[src/rtl/sseg_pkg.sv]
// rtl/sseg_pkg.sv - shared constants, zone encodings and segment masks for the 7-segment scanner
package sseg_pkg;

  localparam int NUM_DIGITS      = 8;
  localparam int ZONES_PER_DIGIT = 3;
  localparam int NUM_ZONES       = NUM_DIGITS * ZONES_PER_DIGIT;
  localparam int DEPTH_W         = 8;

  typedef enum logic [1:0] {
    ZONE_L = 2'd0,
    ZONE_M = 2'd1,
    ZONE_R = 2'd2
  } zone_e;

  typedef logic [DEPTH_W-1:0] depth_t;

  // Active-high masks in {dp,g,f,e,d,c,b,a} order; the output stage inverts them.
  localparam logic [7:0] SEG_L    = 8'b0011_0000;
  localparam logic [7:0] SEG_M    = 8'b0100_1001;
  localparam logic [7:0] SEG_R    = 8'b0000_0110;
  localparam logic [7:0] SSEG_OFF = 8'hFF;

  function automatic logic [7:0] zone_mask(input zone_e z);
    logic [7:0] m;
    m = 8'h00;
    case (z)
      ZONE_L:  m = SEG_L;
      ZONE_M:  m = SEG_M;
      ZONE_R:  m = SEG_R;
      default: m = 8'h00;
    endcase
    return m;
  endfunction

endpackage

[src/rtl/tick_gen.sv]
// rtl/tick_gen.sv - prescaler producing a one-cycle tick every PRESCALE clocks
module tick_gen #(
  parameter int PRESCALE = 244
) (
  input  logic clk,
  input  logic reset,
  output logic tick
);

  localparam int CW = (PRESCALE > 1) ? $clog2(PRESCALE) : 1;
  localparam logic [CW-1:0] LAST = CW'(PRESCALE - 1);

  logic [CW-1:0] presc;

  always_ff @(posedge clk or negedge reset) begin
    if (!reset) begin
      presc <= '0;
    end else if (presc == LAST) begin
      presc <= '0;
    end else begin
      presc <= presc + 1'b1;
    end
  end

  assign tick = (presc == LAST);

endmodule

[src/rtl/pwm_sseg_scanner.sv]
// rtl/pwm_sseg_scanner.sv - PWM-dimmed, time-multiplexed 8-digit 7-segment scanner with per-frame shadow brightness
module pwm_sseg_scanner
  import sseg_pkg::*;
#(
  parameter int PRESCALE    = 244,
  parameter int BLANK_TICKS = 2
) (
  input  logic                           clk,
  input  logic                           reset,
  input  logic [NUM_ZONES*DEPTH_W-1:0]   depth_flat,
  output logic [7:0]                     sseg,
  output logic [7:0]                     digit,
  output logic                           frame_start
);

  localparam logic [7:0] BLANK = 8'(BLANK_TICKS);

  logic       tick;
  logic       presc_zero;
  logic [7:0] pwm_cnt;
  logic [2:0] dig;
  logic       boundary;
  depth_t     shadow [NUM_ZONES];
  logic [7:0] seg_on;
  logic [7:0] sseg_nxt;
  logic [7:0] digit_nxt;

  tick_gen #(
    .PRESCALE (PRESCALE)
  ) u_tick_gen (
    .clk   (clk),
    .reset (reset),
    .tick  (tick)
  );

  // The prescaler sits at zero right after reset and right after every tick.
  always_ff @(posedge clk or negedge reset) begin
    if (!reset) begin
      presc_zero <= 1'b1;
    end else begin
      presc_zero <= tick;
    end
  end

  always_ff @(posedge clk or negedge reset) begin
    if (!reset) begin
      pwm_cnt <= 8'd0;
      dig     <= 3'd0;
    end else if (tick) begin
      pwm_cnt <= pwm_cnt + 8'd1;
      if (pwm_cnt == 8'hFF) begin
        dig <= dig + 3'd1;
      end
    end
  end

  assign boundary = presc_zero && (pwm_cnt == 8'd0) && (dig == 3'd0);

  always_ff @(posedge clk or negedge reset) begin
    if (!reset) begin
      for (int k = 0; k < NUM_ZONES; k++) begin
        shadow[k] <= '0;
      end
    end else if (boundary) begin
      for (int k = 0; k < NUM_ZONES; k++) begin
        shadow[k] <= depth_flat[DEPTH_W*k +: DEPTH_W];
      end
    end
  end

  always_comb begin
    seg_on    = 8'h00;
    sseg_nxt  = SSEG_OFF;
    digit_nxt = SSEG_OFF;
    if (pwm_cnt >= BLANK) begin
      digit_nxt = ~(8'b1 << dig);
      for (int z = 0; z < ZONES_PER_DIGIT; z++) begin
        if (pwm_cnt < shadow[5'(ZONES_PER_DIGIT * int'(dig) + z)]) begin
          seg_on = seg_on | zone_mask(zone_e'(2'(z)));
        end
      end
      sseg_nxt = ~seg_on;
    end
  end

  always_ff @(posedge clk or negedge reset) begin
    if (!reset) begin
      sseg        <= SSEG_OFF;
      digit       <= SSEG_OFF;
      frame_start <= 1'b0;
    end else begin
      sseg        <= sseg_nxt;
      digit       <= digit_nxt;
      frame_start <= boundary;
    end
  end

endmodule

[config.mk]
export PLATFORM = sky130hd
export DESIGN_NAME = pwm_sseg_scanner
export DESIGN_NICKNAME = d
export VERILOG_FILES = /design/src/rtl/sseg_pkg.sv /design/src/rtl/tick_gen.sv /design/src/rtl/pwm_sseg_scanner.sv
export SDC_FILE = /design/constraint.sdc
export NUM_CORES = 1
export LEC_CHECK = 0
export ABC_AREA = 1
export BUFFER_PORTS_ARGS = -buffer_cell sky130_fd_sc_hd__buf_2
export CAP_MARGIN = 20
export CORE_ASPECT_RATIO = 1.1
export CORE_UTILIZATION = 30
export DETAILED_ROUTE_END_ITERATION = 12
export SLEW_MARGIN = 20
export SYNTH_ARGS = -nofsm -noshare
export SYNTH_HDL_FRONTEND = slang
export SYNTH_HIERARCHICAL = 1
export SYNTH_SLANG_ARGS = --single-unit
export TNS_END_PERCENT = 20
[constraint.sdc]
create_clock -name clk -period 4.1 [get_ports clk]
set_input_delay 0.205 -clock clk [delete_from_list [all_inputs] [get_ports clk]]
set_output_delay 0.205 -clock clk [all_outputs]
set_load 0.05 [all_outputs]
==> results of run 1 <==
flip-flops by register name, summed over array words and instances (netlist names):
register and count:
frame_start 1, digit 8, u_tick_gen/presc 8, pwm_cnt 8
shadow 192, sseg 3, dig 3, presc_zero 1
per-layer routing:
metal	track usage (%)	share of wire (%)	vias to the layer above
li1	-	-	6945
met1	31.37	45	6957
met2	37.15	47	506
met3	2.684	5.5	80
met4	7.121	2.8	0
met5	0	0	-
stage by stage:
stage	worst slack [ns]	hold slack, ns	power, mW	std cells	instance area (um^2)
floorplan	0.5576	-0.09059	2.255	1908	13650
global placement	0.2102	0.3069	2.396	2616	15170
detailed placement	0.1954	0.3116	2.398	2616	15170
CTS	0.1610	0.3326	4.935	2852	17960
global route	0.1247	0.3731	5.042	2852	17960
finish	0.3466	0.2932	4.883	2852	17960
repair_timing:
action / in CTS / in global routing
resized for setup: 0 / 1
endpoints found under the hold margin: 285 / 0
setup endpoints to repair: 0 / 1
hold buffers: 193 / 0
layout make-up:
| class | instances | area, um^2 | area share [%] |
|---|---|---|---|
| Clock buffer | 35 | 733.2 | 4.082 |
| Clock inverter | 8 | 122.6 | 0.6826 |
| Inverter | 111 | 425.4 | 2.368 |
| Multi-Input combinational cell | 1443 | 6895 | 38.39 |
| Sequential cell | 224 | 5624 | 31.31 |
| Tap cell | 581 | 726.9 | 4.047 |
| Timing Repair Buffer | 450 | 3436 | 19.13 |
power groups by stage:
stage | Clock, mW | Combinational, mW | Sequential (mW)
5_1_grt | 2.51 | 0.318 | 2.21
3_5_place_dp | 0 | 0.147 | 2.25
3_3_place_gp | 0 | 0.144 | 2.25
2_1_floorplan | 0 | 0.00273 | 2.25
6_report | 2.38 | 0.290 | 2.21
4_1_cts | 2.44 | 0.288 | 2.21
layout by cell type, fill, tap and decap left out, types with 3 or more instances in the layout:
cell	synthesis	layout
clkbuf_16	0	25
clkinv_2	0	4
clkbuf_1	29	3
o21ai_0	171	171
clkbuf_8	0	7
nand2_4	6	6
a2111oi_0	3	3
buf_2	51	208
a32o_1	4	4
nand2_2	5	5
a221o_1	4	4
buf_4	36	41
a31oi_1	7	7
o211ai_1	11	11
buf_12	0	7
nand4_1	4	4
xor2_1	7	7
dfrtp_1	212	211
xnor2_1	3	3
a21oi_1	99	99
nor2_1	53	53
o221ai_1	32	32
inv_2	6	4
bufinv_16	0	3
nand3_1	62	61
o22ai_1	51	51
a22oi_1	5	5
a221oi_1	9	9
nor3_1	6	6
inv_1	104	104
dlygate4sd3_1	0	193
ha_1	34	33
nand2_1	844	844
o2111ai_1	4	4
dfstp_2	12	12
logic make-up after synthesis:
family / after synthesis / share of synthesized area (%)
other: 1 / 0.02748
XOR/XNOR: 12 / 0.9628
AO/OA/AOI/OAI: 407 / 17.59
adder cells (fa/ha/maj): 35 / 3.264
flip-flops: 224 / 41.18
buffers and inverters: 241 / 8.435
AND/OR/NAND/NOR: 987 / 28.46
multiplexers: 1 / 0.07335
path summary, 6_finish.rpt:
check	start	endpoint	slack (ns)	cells after the start
max	dig[0]	sseg[2]	0.35	13
min	reset	shadow[134]	0.29	2
max reg2reg	dig[0]	sseg[2]	0.35	13
min reg2reg	u_tick_gen/presc[0]	u_tick_gen/presc[0]	0.46	1
max in group asynchronous	reset	shadow[111]	2.95	3
min in group clk	depth_flat[105]	shadow[81]	0.39	4
worst max-delay path: cells and delay by family (launching register included):
family / cells / cell delay [ns]
xor+xnor: 1 / 0.14
simple gates: 5 / 0.61
compound gates: 2 / 0.87
buf+inv: 2 / 0.31
fa+ha+maj: 3 / 1.24
flops: 1 / 0.50
==> run_results.csv, run 1 <==
group,metric,value,unit
finish,nNetsFinal,2484,
power,power.leakage,8.486,nW
critical_path,crit_top_cell,"nand2_1",
synthesis,syn_nets,2137,
timing,min_period_over_period,91.55,%
synthesis,synth_area,13650,um^2
critical_path,cp_slowest_stage_delay,0.64,ns
floorplan,core,44690,um^2
global_routing,grt_max_degree,112,
critical_path,end_kind,"register",
floorplan,rows,81,
power,p_int,3.829,mW
synthesis,synth_top_cell_by_area,"dfrtp_1",
power,ir_drop,0.0002427,V
timing,relSlewSlack,46.23,%
run,cap_viol_max_count,0,
timing,max_freq,266.4,MHz
clock_network,numClockSinks,224,
global_routing,first_global_vias,14190,
synthesis,netlist_top_cells_count,"nand2_1, dfrtp_1, o21ai_0",
outcome,status,"completed",
global_routing,antenna_found_initial,0,
finish,utilization,40.19,%
critical_path,crit_path_cell_trace,"ha_1 > fa_1 > nand2_1 > inv_1 > nand2_2 > xor2_2 > inv_1 > o31ai_1 > ha_1 > nand2_1 > nor2_1 > a2111oi_0 > nand2_1",
drt,viasPerCell,5.080,
floorplan,fp.dieW,205.4,um
global_routing,grt_usage,22.80,%
drt,drc_errors,0,
synthesis,synth_top_flop_cell,"dfrtp_1",
power,swShare,21.59,%
synthesis,synth_top_area_share,38.87,%
synthesis,yosysSeqAreaShare,41.18,%
critical_path,setup.worst_path.start_class,"register",
synthesis,synth_edf_count,0,
power,p_comb_share,5.9,%
timing,rsz0062_at_grt,"false",
drt,vias,14490,
drt,wl_per_cell,18.56,um
synthesis,synth.most_common_cell,"nand2_1",
synthesis,synth_area_leaders,"dfrtp_1, nand2_1, o21ai_0",
power,power_frac_clock,48.8,%
timing,worst_pin_slew,0.8065,ns
clock_network,clk_latency,0.55,ns
finish,antenna_cells,0,
timing,fin_setup_tns,0,ns
timing,skew,0.01676,ns
power,power-per-cell-area,271.8,nW/um^2
floorplan,initial_core_util,30.53,%
global_routing,overflow,0,
timing,setup_viol,0,
drt,ant_nets,0,
finish,layout-drive-gt1-share,14.93,%
clock_network,htree_levels,1,
placement,io_buffers,209,
finish,n_fill_cell,4587,
finish,areaGrowthSynthToFinish,31.63,%
power,seqPwrFrac,45.3,%
floorplan,die_h,225.7,um
drt,drtIter0Drc,1161,
critical_path,cp_slowest_cell,"fa_1",
timing,hold_viol,0,
timing,finalCriticalPeriod,3.753,ns
floorplan,ios,211,
synthesis,synthArstFlopShare,100.0,%
timing,slew_violations,0,
synthesis,avgSynthCellArea,7.152,um^2
critical_path,worstPathRequired,4.56,ns
floorplan,die_area,46350,um^2
critical_path,crit_arrival,4.21,ns
clock_network,clock_path_buffers,3,
clock_network,cts_root_buf,"clkbuf_16",
clock_network,cts_buffers,25,
synthesis,syn-instance-count,1908,
critical_path,crit_fanout,8,
clock_network,clk_pin_slew,0.06,ns
power,p_switching,1.054,mW
critical_path,worstSetupPathType,"register to register",
placement,gp_congestion,0.9878,
synthesis,yosys_warnings,6,
synthesis,synth_seq_cells,224,
placement,post-dp-hpwl,37.86,mm
min_path,hold_path_class,"primary input to asynchronous set/reset pin",
drt,dr.pass1.iters,6,
global_routing,grt_pass1_wl,81.32,mm
clock_network,cts_tree,"built",
drt,wl,52.94,mm
synthesis,yosys.cell_types.count,49,
clock_network,post-cts-setup-buffers,0,
No activity file was read; power rests on OpenSTA's default activity.
==> run 2: changes to the inputs <==
Settings changed: ABC_AREA 1 to default.
==> run 2 against run 1 <==
Critical path type unchanged. Critical endpoint is now sseg[3]. Global-route usage is 3.3 points lower. Largest cell class unchanged. Cell count is 18% lower. Power is 1.7% lower. Routed wire length is 15% lower. Register-to-register slack worse by 0.19 ns. Hold slack worse by 0.010 ns. Combinational power hardly changed. Highest routed layer is now met5. Sequential share of layout area is 0.63 points lower.
==> run_results.csv, run 2 <==
group,metric,value,unit
synthesis,synth_area,13740,um^2
finish,regArea,5624,um^2
global_routing,grt_usage,19.53,%
global_routing,grt_max_degree,193,
synthesis,synth_edf_count,0,
synthesis,synth_top_flop_cell,"dfrtp_1",
timing,relSlewSlack,28.48,%
timing,skew,0.01624,ns
drt,viasPerCell,5.059,
floorplan,initial_core_util,30.68,%
clock_network,clk_pin_slew,0.06,ns
drt,drc_errors,0,
synthesis,syn_nets,1580,
global_routing,antenna_found_initial,1,
floorplan,die_h,226.5,um
synthesis,yosys_warnings,6,
finish,final_common_cell,"nand2_1",
clock_network,htree_levels,1,
clock_network,numClockSinks,224,
global_routing,overflow,0,
critical_path,crit_arrival,4.38,ns
timing,min_period_over_period,96.11,%
synthesis,synth_top_area_share,38.60,%
finish,layout-drive-gt1-share,25.66,%
clock_network,cts_tree,"built",
synthesis,netlist_top_cells_count,"nand2_1, dfrtp_1, mux4_2",
critical_path,reg2reg_from,"dig[0]",
timing,fin_setup_tns,0,ns
drt,dr.pass1.iters,5,
timing,setup_viol,0,
finish,nNetsFinal,1961,
critical_path,end_kind,"register",
floorplan,rows,81,
floorplan,fp.dieW,206.1,um
placement,io_buffers,209,
synthesis,avgSynthCellArea,10.17,um^2
floorplan,ios,211,
timing,fin_ws,0.1596,ns
outcome,status,"completed",
global_routing,grt_pass1_wl,69.57,mm
timing,finalCriticalPeriod,3.940,ns
floorplan,die_area,46680,um^2
power,power-per-cell-area,261.9,nW/um^2
synthesis,yosys.cell_types.count,50,
clock_network,clk_latency,0.54,ns
synthesis,yosysSeqAreaShare,40.89,%
synthesis,syn-instance-count,1351,
timing,slew_violations,0,
critical_path,crit_fanout,4,
critical_path,worstPathRequired,4.54,ns
critical_path,worstSetupPathType,"register to register",
drt,vias,11790,
clock_network,cts_root_buf,"clkbuf_16",
drt,wl,44.86,mm
finish,n_fill_cell,4390,
drt,wl_per_cell,19.25,um
synthesis,synth_top_cell_by_area,"dfrtp_1",
global_routing,first_global_vias,12180,
finish,layout_common_cells,"nand2_1, dfrtp_1, buf_2",
synthesis,synthArstFlopShare,100.0,%
placement,post-dp-hpwl,32.42,mm
timing,hold_viol,0,
finish,largest_reg_flops,192,
synthesis,synth.most_common_cell,"nand2_1",
finish,multi_input_area,7724,um^2
timing,worst_pin_slew,1.073,ns
placement,pre_cts_slack,-0.01839,ns
critical_path,setup.worst_path.start_class,"register",
run,cap_viol_max_count,0,
drt,drtIter0Drc,888,
synthesis,synth_area_leaders,"dfrtp_1, mux4_2, nand2_1",
power,ir_drop,0.0002155,V
timing,rsz0062_at_grt,"true",
timing,max_freq,253.8,MHz
power,power.leakage,7.318,nW
floorplan,core,44800,um^2
finish,top_register,"shadow",
finish,antenna_cells,0,
drt,ant_nets,0,
min_path,hold_path_class,"primary input to asynchronous set/reset pin",
clock_network,clock_path_buffers,3,
synthesis,synth_seq_cells,224,
clock_network,cts_buffers,25,
critical_path,crit_start,"dig[0]",
placement,gp_congestion,0.8954,
finish,areaGrowthSynthToFinish,33.37,%
## run 2: final cells by class
cell class	instances	share of cell area [%]
Clock buffer	37	3.822
Clock inverter	8	0.6962
Sequential cell	224	30.68
Timing Repair Buffer	445	18.47
Multi-Input combinational cell	1026	42.13
Tap cell	581	3.966
Inverter	10	0.2321
## run 2: metal layers
layer  vias to the layer above  global-route usage (%)  share of wire [%]
met5                         -                       0              0.033
met4                         2                   7.898                4.1
met3                        97                   2.185                4.5
met2                       358                   34.20                 51
met1                      5887                   24.38                 41
li1                       5449                       -                  -
## run 2: repair_timing
action / 4_1_cts / 5_1_grt
pin swaps: 1 / 3
resized for setup: 1 / 7
endpoints found under the hold margin: 273 / 0
hold buffers: 193 / 0
endpoints found under the setup margin: 1 / 2
setup buffers: 2 / 4
## run 2: path summary, 6_finish.rpt
kind	endpoint	slack [ns]	cells after the start
min reg2reg	shadow[55]	0.51	2
max reg2reg	sseg[3]	0.16	14
max in group asynchronous	shadow[63]	2.80	3
min in group clk	shadow[11]	0.39	4
min	shadow[189]	0.28	2
max	sseg[3]	0.16	14
## run 2: report_power, final
part           switching (mW)  internal [mW]  leakage [nW]  total (mW)
clock network           0.922           1.37         0.396        2.30
logic                   0.104          0.189          4.85       0.293
registers                   0           2.21          2.07        2.21
total                    1.03           3.77          7.32        4.80
## run 2: cell families after synthesis
kind of cell / after synthesis / share of synthesized area (%)
flops: 224 / 40.89
buf+inv: 101 / 3.377
xor+xnor: 22 / 1.812
other cells: 1 / 0.02728
simple gates: 679 / 19.55
mux: 206 / 27.41
fa+ha+maj: 35 / 3.241
compound gates: 83 / 3.687
## run 2: critical path, cell delays in order (launching register included)
cell and delay (ns):
dfrtp_4 0.51, ha_1 0.25, fa_2 0.61, ha_1 0.20
nand2_2 0.13, xnor2_4 0.28, mux4_1 0.62, o21ai_1 0.16
ha_1 0.27, a21oi_1 0.15, nor2b_1 0.05, o21ai_0 0.16
nand3b_1 0.13, nor4_1 0.21, a31oi_1 0.12
## run 2: metrics by stage
stage | utilization (%) | hold WS (ns) | area, um^2 | power, mW | cells
2_1_floorplan | - | -0.09059 | 13800 | 2.257 | 1351
3_3_place_gp | 34.62 | 0.2832 | 15510 | 2.399 | 2087
3_5_place_dp | 34.62 | 0.2847 | 15510 | 2.401 | 2087
4_1_cts | 40.82 | 0.3197 | 18280 | 4.855 | 2327
5_1_grt | 40.92 | 0.3690 | 18330 | 4.965 | 2331
6_report | 40.92 | 0.2829 | 18330 | 4.800 | 2331
